### config.mk
export PLATFORM = sky130hd
export DESIGN_NAME = heatmap_pixel_writer_flat
export DESIGN_NICKNAME = d
export VERILOG_FILES = /design/src/rtl/heatmap_pixel_writer_pkg.sv /design/src/rtl/heatmap_pixel_writer_if.sv /design/src/rtl/heatmap_pixel_writer_color_ramp.sv /design/src/rtl/heatmap_pixel_writer.sv /design/src/flat_wrapper.sv
export SDC_FILE = /design/constraint.sdc
export NUM_CORES = 1
export LEC_CHECK = 0
export BUFFER_PORTS_ARGS = -buffer_cell sky130_fd_sc_hd__buf_4
export CAP_MARGIN = 20
export CORE_ASPECT_RATIO = 1.1
export CORE_MARGIN = 3
export CORE_UTILIZATION = 45
export CTS_CLUSTER_SIZE = 24
export DETAILED_ROUTE_END_ITERATION = 16
export PLACE_DENSITY = 0.7
export RECOVER_POWER = 50
export SLEW_MARGIN = 10
export SYNTH_ARGS = -nofsm -noshare
export SYNTH_HDL_FRONTEND = slang
export SYNTH_SLANG_ARGS = --single-unit
### constraint.sdc
create_clock -name CLOCK_50 -period 2.8 [get_ports CLOCK_50]
set_input_delay 0.28 -clock CLOCK_50 [delete_from_list [all_inputs] [get_ports CLOCK_50]]
set_output_delay 0.28 -clock CLOCK_50 [all_outputs]
set_load 0.1 [all_outputs]
### src/rtl/heatmap_pixel_writer_pkg.sv
// Shared constants, state encoding and pixel addressing helper for the heatmap pixel writer.
package heatmap_pkg;

    localparam int H_RES     = 320;
    localparam int V_RES     = 240;
    localparam int ROW_SHIFT = 10;

    localparam int R_W = 5;
    localparam int G_W = 6;
    localparam int B_W = 5;

    localparam logic [8:0] X_LIM  = 9'(H_RES);
    localparam logic [8:0] X_LAST = 9'(H_RES - 1);
    localparam logic [7:0] Y_LIM  = 8'(V_RES);
    localparam logic [7:0] Y_LAST = 8'(V_RES - 1);

    typedef enum logic [1:0] {
        ST_IDLE  = 2'd0,
        ST_WRITE = 2'd1,
        ST_CLEAR = 2'd2
    } state_e;

    // Rows are padded to 1024 bytes so the row offset is a pure shift.
    function automatic logic [31:0] pix_offset(input logic [8:0] x, input logic [7:0] y);
        return ({24'd0, y} << ROW_SHIFT) + ({23'd0, x} << 1);
    endfunction

endpackage

### src/rtl/heatmap_pixel_writer_if.sv
// Avalon-MM write-only master bus used by the heatmap pixel writer.
interface heatmap_pixel_writer_if;
    logic [31:0] m_address;
    logic        m_write;
    logic [15:0] m_writedata;
    logic [1:0]  m_byteenable;
    logic        m_waitrequest;

    modport master (
        output m_address, m_write, m_writedata, m_byteenable,
        input  m_waitrequest
    );

    modport slave (
        input  m_address, m_write, m_writedata, m_byteenable,
        output m_waitrequest
    );
endinterface

### src/rtl/heatmap_pixel_writer_color_ramp.sv
// Maps an 8-bit heat intensity onto a blue->green->red RGB565 ramp.
module heatmap_color_ramp
    import heatmap_pkg::*;
(
    input  logic [7:0]  value,
    output logic [15:0] rgb
);

    logic [R_W-1:0] r_s;
    logic [G_W-1:0] g_s;
    logic [B_W-1:0] b_s;
    logic           unused_s;

    // Lower half fades blue into green, upper half fades green into red.
    always_comb begin
        r_s = 5'd0;
        g_s = 6'd0;
        b_s = 5'd0;
        if (value[7] == 1'b0) begin
            r_s = 5'd0;
            g_s = value[6:1];
            b_s = 5'd31 - value[6:2];
        end else begin
            r_s = value[6:2];
            g_s = 6'd63 - value[6:1];
            b_s = 5'd0;
        end
    end

    assign rgb      = {r_s, g_s, b_s};
    assign unused_s = value[0];

endmodule

### src/rtl/heatmap_pixel_writer.sv
// Writes single heat pixels or sweeps a full 320x240 RGB565 clear over an Avalon-MM master.
module heatmap_pixel_writer
    import heatmap_pkg::*;
#(
    parameter logic [31:0] BASE_ADDR   = 32'h0000_0000,
    parameter logic [15:0] CLEAR_COLOR = 16'h0000
) (
    input  logic                          CLOCK_50,
    input  logic                          reset,
    input  logic                          cmd_valid,
    output logic                          cmd_ready,
    input  logic [8:0]                    cmd_x,
    input  logic [7:0]                    cmd_y,
    input  logic [7:0]                    cmd_value,
    input  logic                          clear_req,
    heatmap_pixel_writer_if.master        avm,
    output logic                          busy,
    output logic                          clear_done,
    output logic                          drop_err
);

    state_e      state_r, state_s;
    logic        m_write_r, m_write_s;
    logic [31:0] m_address_r, m_address_s;
    logic [15:0] m_writedata_r, m_writedata_s;
    logic        clear_done_r, clear_done_s;
    logic        drop_err_r, drop_err_s;
    logic [8:0]  sweep_x_r, sweep_x_s;
    logic [7:0]  sweep_y_r, sweep_y_s;
    logic [15:0] ramp_rgb_s;
    logic        beat_s;

    heatmap_color_ramp u_ramp (
        .value (cmd_value),
        .rgb   (ramp_rgb_s)
    );

    assign beat_s = m_write_r && !avm.m_waitrequest;

    // Next-state and next-output logic; all bus outputs come straight from registers.
    always_comb begin
        state_s       = state_r;
        m_write_s     = m_write_r;
        m_address_s   = m_address_r;
        m_writedata_s = m_writedata_r;
        clear_done_s  = 1'b0;
        drop_err_s    = drop_err_r;
        sweep_x_s     = sweep_x_r;
        sweep_y_s     = sweep_y_r;
        case (state_r)
            ST_IDLE: begin
                m_write_s = 1'b0;
                if (clear_req) begin
                    state_s       = ST_CLEAR;
                    drop_err_s    = 1'b0;
                    sweep_x_s     = 9'd0;
                    sweep_y_s     = 8'd0;
                    m_write_s     = 1'b1;
                    m_address_s   = BASE_ADDR;
                    m_writedata_s = CLEAR_COLOR;
                end else if (cmd_valid) begin
                    if ((cmd_x < X_LIM) && (cmd_y < Y_LIM)) begin
                        state_s       = ST_WRITE;
                        m_write_s     = 1'b1;
                        m_address_s   = BASE_ADDR + pix_offset(cmd_x, cmd_y);
                        m_writedata_s = ramp_rgb_s;
                    end else begin
                        drop_err_s = 1'b1;
                    end
                end else begin
                    state_s = ST_IDLE;
                end
            end
            ST_WRITE: begin
                if (beat_s) begin
                    state_s   = ST_IDLE;
                    m_write_s = 1'b0;
                end else begin
                    state_s = ST_WRITE;
                end
            end
            ST_CLEAR: begin
                if (beat_s) begin
                    if ((sweep_x_r == X_LAST) && (sweep_y_r == Y_LAST)) begin
                        state_s      = ST_IDLE;
                        m_write_s    = 1'b0;
                        clear_done_s = 1'b1;
                    end else begin
                        if (sweep_x_r == X_LAST) begin
                            sweep_x_s = 9'd0;
                            sweep_y_s = sweep_y_r + 8'd1;
                        end else begin
                            sweep_x_s = sweep_x_r + 9'd1;
                        end
                        m_address_s = BASE_ADDR + pix_offset(sweep_x_s, sweep_y_s);
                    end
                end else begin
                    state_s = ST_CLEAR;
                end
            end
            default: begin
                state_s   = ST_IDLE;
                m_write_s = 1'b0;
            end
        endcase
    end

    // State and output registers with synchronous reset abandoning any transfer.
    always_ff @(posedge CLOCK_50) begin
        if (reset) begin
            state_r       <= ST_IDLE;
            m_write_r     <= 1'b0;
            m_address_r   <= BASE_ADDR;
            m_writedata_r <= 16'h0000;
            clear_done_r  <= 1'b0;
            drop_err_r    <= 1'b0;
            sweep_x_r     <= 9'd0;
            sweep_y_r     <= 8'd0;
        end else begin
            state_r       <= state_s;
            m_write_r     <= m_write_s;
            m_address_r   <= m_address_s;
            m_writedata_r <= m_writedata_s;
            clear_done_r  <= clear_done_s;
            drop_err_r    <= drop_err_s;
            sweep_x_r     <= sweep_x_s;
            sweep_y_r     <= sweep_y_s;
        end
    end

    assign cmd_ready        = (state_r == ST_IDLE) && !clear_req && !reset;
    assign busy             = (state_r != ST_IDLE);
    assign clear_done       = clear_done_r;
    assign drop_err         = drop_err_r;
    assign avm.m_write      = m_write_r;
    assign avm.m_address    = m_address_r;
    assign avm.m_writedata  = m_writedata_r;
    assign avm.m_byteenable = 2'b11;

endmodule

### src/flat_wrapper.sv
// flat-port wrapper written by rule: the top's interface ports become plain ports
module heatmap_pixel_writer_flat import heatmap_pkg::*;
#(
    parameter logic [31:0] BASE_ADDR   = 32'h0000_0000,
    parameter logic [15:0] CLEAR_COLOR = 16'h0000
)
  (CLOCK_50, reset, cmd_valid, cmd_ready, cmd_x, cmd_y, cmd_value, clear_req, busy, clear_done, drop_err, avm_m_address, avm_m_write, avm_m_writedata, avm_m_byteenable, avm_m_waitrequest);
  heatmap_pixel_writer_if avm_i ();
  input  logic CLOCK_50;
  input  logic reset;
  input  logic cmd_valid;
  output logic cmd_ready;
  input  logic [8:0] cmd_x;
  input  logic [7:0] cmd_y;
  input  logic [7:0] cmd_value;
  input  logic clear_req;
  output logic busy;
  output logic clear_done;
  output logic drop_err;
  output wire logic [$bits(avm_i.m_address)-1:0] avm_m_address;
  output wire logic [$bits(avm_i.m_write)-1:0] avm_m_write;
  output wire logic [$bits(avm_i.m_writedata)-1:0] avm_m_writedata;
  output wire logic [$bits(avm_i.m_byteenable)-1:0] avm_m_byteenable;
  input wire logic [$bits(avm_i.m_waitrequest)-1:0] avm_m_waitrequest;
  assign avm_m_address = avm_i.m_address;
  assign avm_m_write = avm_i.m_write;
  assign avm_m_writedata = avm_i.m_writedata;
  assign avm_m_byteenable = avm_i.m_byteenable;
  assign avm_i.m_waitrequest = avm_m_waitrequest;
  heatmap_pixel_writer #(.BASE_ADDR(BASE_ADDR), .CLEAR_COLOR(CLEAR_COLOR)) u_core (.CLOCK_50(CLOCK_50), .reset(reset), .cmd_valid(cmd_valid), .cmd_ready(cmd_ready), .cmd_x(cmd_x), .cmd_y(cmd_y), .cmd_value(cmd_value), .clear_req(clear_req), .avm(avm_i), .busy(busy), .clear_done(clear_done), .drop_err(drop_err));
endmodule
==> metrics.yaml <==
status:
  status: "finished clean"
floorplan:
  die_h_um: 92.67
  core_area_mm2: 0.006381
  die_w_um: 84.79
  die_area_mm2: 0.007857
  num_rows: 30
  ios: 85
  start_util_pct: 48.16
synth:
  synth_edf_count: 0
  yosysSeqAreaShare_pct: 35.83
  synth.distinct_cells: 56
  yosysWarnings: 0
  ys_ff_latch: 55
  synthFlopType: "dfxtp_1"
  synthArstFlopShare_pct: 0
  syn_avg_cell_area_um2: 8.608
  synthCells: 357
  syn-cell-area_mm2: 0.003073
sta:
  rsz0062_at_grt: "false"
  finClkSkew_ns: 0.008517
  worst_pin_slew_ns: 1.208
  maxSlewHeadroom_pct: 19.80
  max_freq_mhz: 404.8
  min_period_ns: 2.470
  fin_setup_tns_ns: 0
  slew_viol_final: 0
  finalHoldViolCount: 0
  period_share_pct: 88.22
  setup_viol: 0
global_routing:
  met3_usage_pct: 5.071
  grt_max_degree: 47
  grt-ovfl-total: 0
  gr-usage-met1_pct: 26.44
  grt_pass1_wl_mm: 12.88
  antenna_found_initial: 0
  grt_util_all_layers_pct: 19.96
  grt_pass1_vias: 2617
  met2_usage_pct: 31.59
  grt_busiest_layer: "met2"
layout:
  final_nets: 455
  area_delta_synth_final_pct: 14.09
  area.sequential_mm2: 0.001101
  fin_area_mm2: 0.003506
  fin_util_pct: 54.94
  multi_input_area_mm2: 0.001768
  diodes: 0
  fillers: 630
  drive_gt1_share_pct: 14.73
place:
  portBuffers: 66
  gp_congestion: 0.9283
  dp_hpwl_mm: 5.763
  dpl_cell_area_mm2: 0.003558
critical_path:
  worstSetupStartpointType: "register"
  required_ns: 2.99
  cp-end-kind: "register"
  arrival_ns: 2.66
  critPathMaxFanout: 15
  crit_type: "register to register"
clock_network:
  cts_made_buffers: 5
  cts_hold_buf: 0
  clockBufferDepth: 2
  clkSlewWorstSetupHoldPaths_ns: 0.11
  post_cts_buffers: 0
  htreeDepth: 2
  clk_latency_ns: 0.32
  clockRootBuffer: "clkbuf_8"
  cts_resized: 0
  cts_sinks: 55
  cts_tree: "built"
job:
  maxCapViolCount: 0
hold_path:
  hp-class: "input pin to register"
power:
  power_mw: 2.088
  p_leak_nw: 1.344
  power_density_mw_per_mm2: 595.7
  ir_drop_uv: 284.9
routing:
  drt-initial-drc-count: 261
  drc: 0
  vias: 2796
  via_per_inst: 5.660
  wl_mm: 7.884
  dr.pass1.iters: 4
  ant_nets: 0
  wl_per_cell_um: 15.96
-- power by group --
part / internal [mW] / total (mW) / leakage (nW) / switching [mW]
registers: 0.827 / 0.854 / 0.448 / 0.0271
logic: 0.129 / 0.748 / 0.845 / 0.619
clock network: 0.190 / 0.487 / 0.0511 / 0.297
total: 1.15 / 2.09 / 1.34 / 0.943
-- final cells by class --
cell class	count	area share, %
repair buffers	73	11.46
inverters	10	1.071
clock inverters	3	0.8208
flip-flops and latches	55	31.41
multi-input cells	268	50.43
well taps	80	2.855
clock buffers	5	1.963
-- cell usage in the layout, fill, tap and decap left out, types with 16 or more instances in the layout --
cell type	count
dfxtp_1	55
nor2_1	39
clkbuf_1	39
buf_4	34
nand2_1	22
conb_1	17
a21oi_1	16
a22o_1	16
-- logic make-up (layout without fill, tap and decap cells) --
group,after synthesis,in the layout,synth area share (%)
buffers and inverters,49,91,8.754
AND/OR/NAND/NOR,130,130,22.11
multiplexers,2,2,0.6515
other,2,17,0.2444
adder cells (fa/ha/maj),12,12,4.886
flip-flops,55,55,35.83
XOR/XNOR,9,9,2.565
AO/OA/AOI/OAI,98,98,24.96
-- worst max-delay path, cell delays in order, from the launching register on --
cell and delay (ns):
dfxtp_1 0.46, ha_1 0.30, nand4bb_1 0.17, or4_1 0.65, a21oi_4 0.46, mux2i_1 0.24
nor2_1 0.06
-- cells in the mapped netlist (5+ instances only) --
cell | count | area share (%)
a22o_1 | 16 | 4.6
o21ai_0 | 10 | 1.6
buf_2 | 5 | 0.81
a211oi_2 | 13 | 5.3
nor3_1 | 9 | 1.5
xor2_1 | 5 | 1.4
a22oi_1 | 7 | 1.7
nand2_1 | 22 | 2.7
a31oi_1 | 12 | 2.4
inv_1 | 10 | 1.2
nor2_1 | 39 | 4.8
buf_4 | 19 | 4.6
dfxtp_1 | 55 | 36
nand4_1 | 8 | 1.6
a21oi_1 | 16 | 2.6
or3_1 | 5 | 1.0
ha_1 | 12 | 4.9
nor2b_1 | 9 | 1.8
nand3_1 | 10 | 1.6
clkbuf_1 | 13 | 1.6
-- per-stage QoR --
stage                     worst slack (ns)  std cells  hold slack, ns
final                               0.3298        494          0.1707
after CTS                           0.3918        494          0.1629
after global placement              0.4834        486          0.4627
after detailed placement            0.4139        486          0.4601
after global routing                0.1383        494          0.1770
after floorplan                     0.1878        372          0.3887
-- state kept, by name (all words and copies together), names as in the netlist --
signal                  cells
u_core.avm.m_address       17
u_core.avm.m_writedata     16
u_core.sweep_x_r            9
u_core.sweep_y_r            8
u_core.state_r              2
u_core.avm.m_write          1
u_core.clear_done           1
u_core.drop_err             1
-- worst paths after layout --
path	endpoint	start	depth (start not counted)	slack, ns
worst max-delay path	u_core.sweep_x_r[4]$_SDFFE_PP0P_	u_core.sweep_y_r[0]$_SDFFE_PP0P_	6	0.33
worst min-delay path	u_core.state_r[1]$_SDFFE_PP0P_	cmd_valid	2	0.17
worst max register to register	u_core.sweep_x_r[4]$_SDFFE_PP0P_	u_core.sweep_y_r[0]$_SDFFE_PP0P_	6	0.33
worst min register to register	u_core.avm.m_writedata[9]$_SDFFE_PP0P_	u_core.avm.m_writedata[9]$_SDFFE_PP0P_	1	0.49
-- metal layers --
metal  routed length (um)  vias to the layer above
li1                     -                     1383
met1                 3461                     1306
met2                 3719                       99
met3                  572                        8
met4                  130                        0
met5                    0                        -
(Power assumes the default switching activity.)
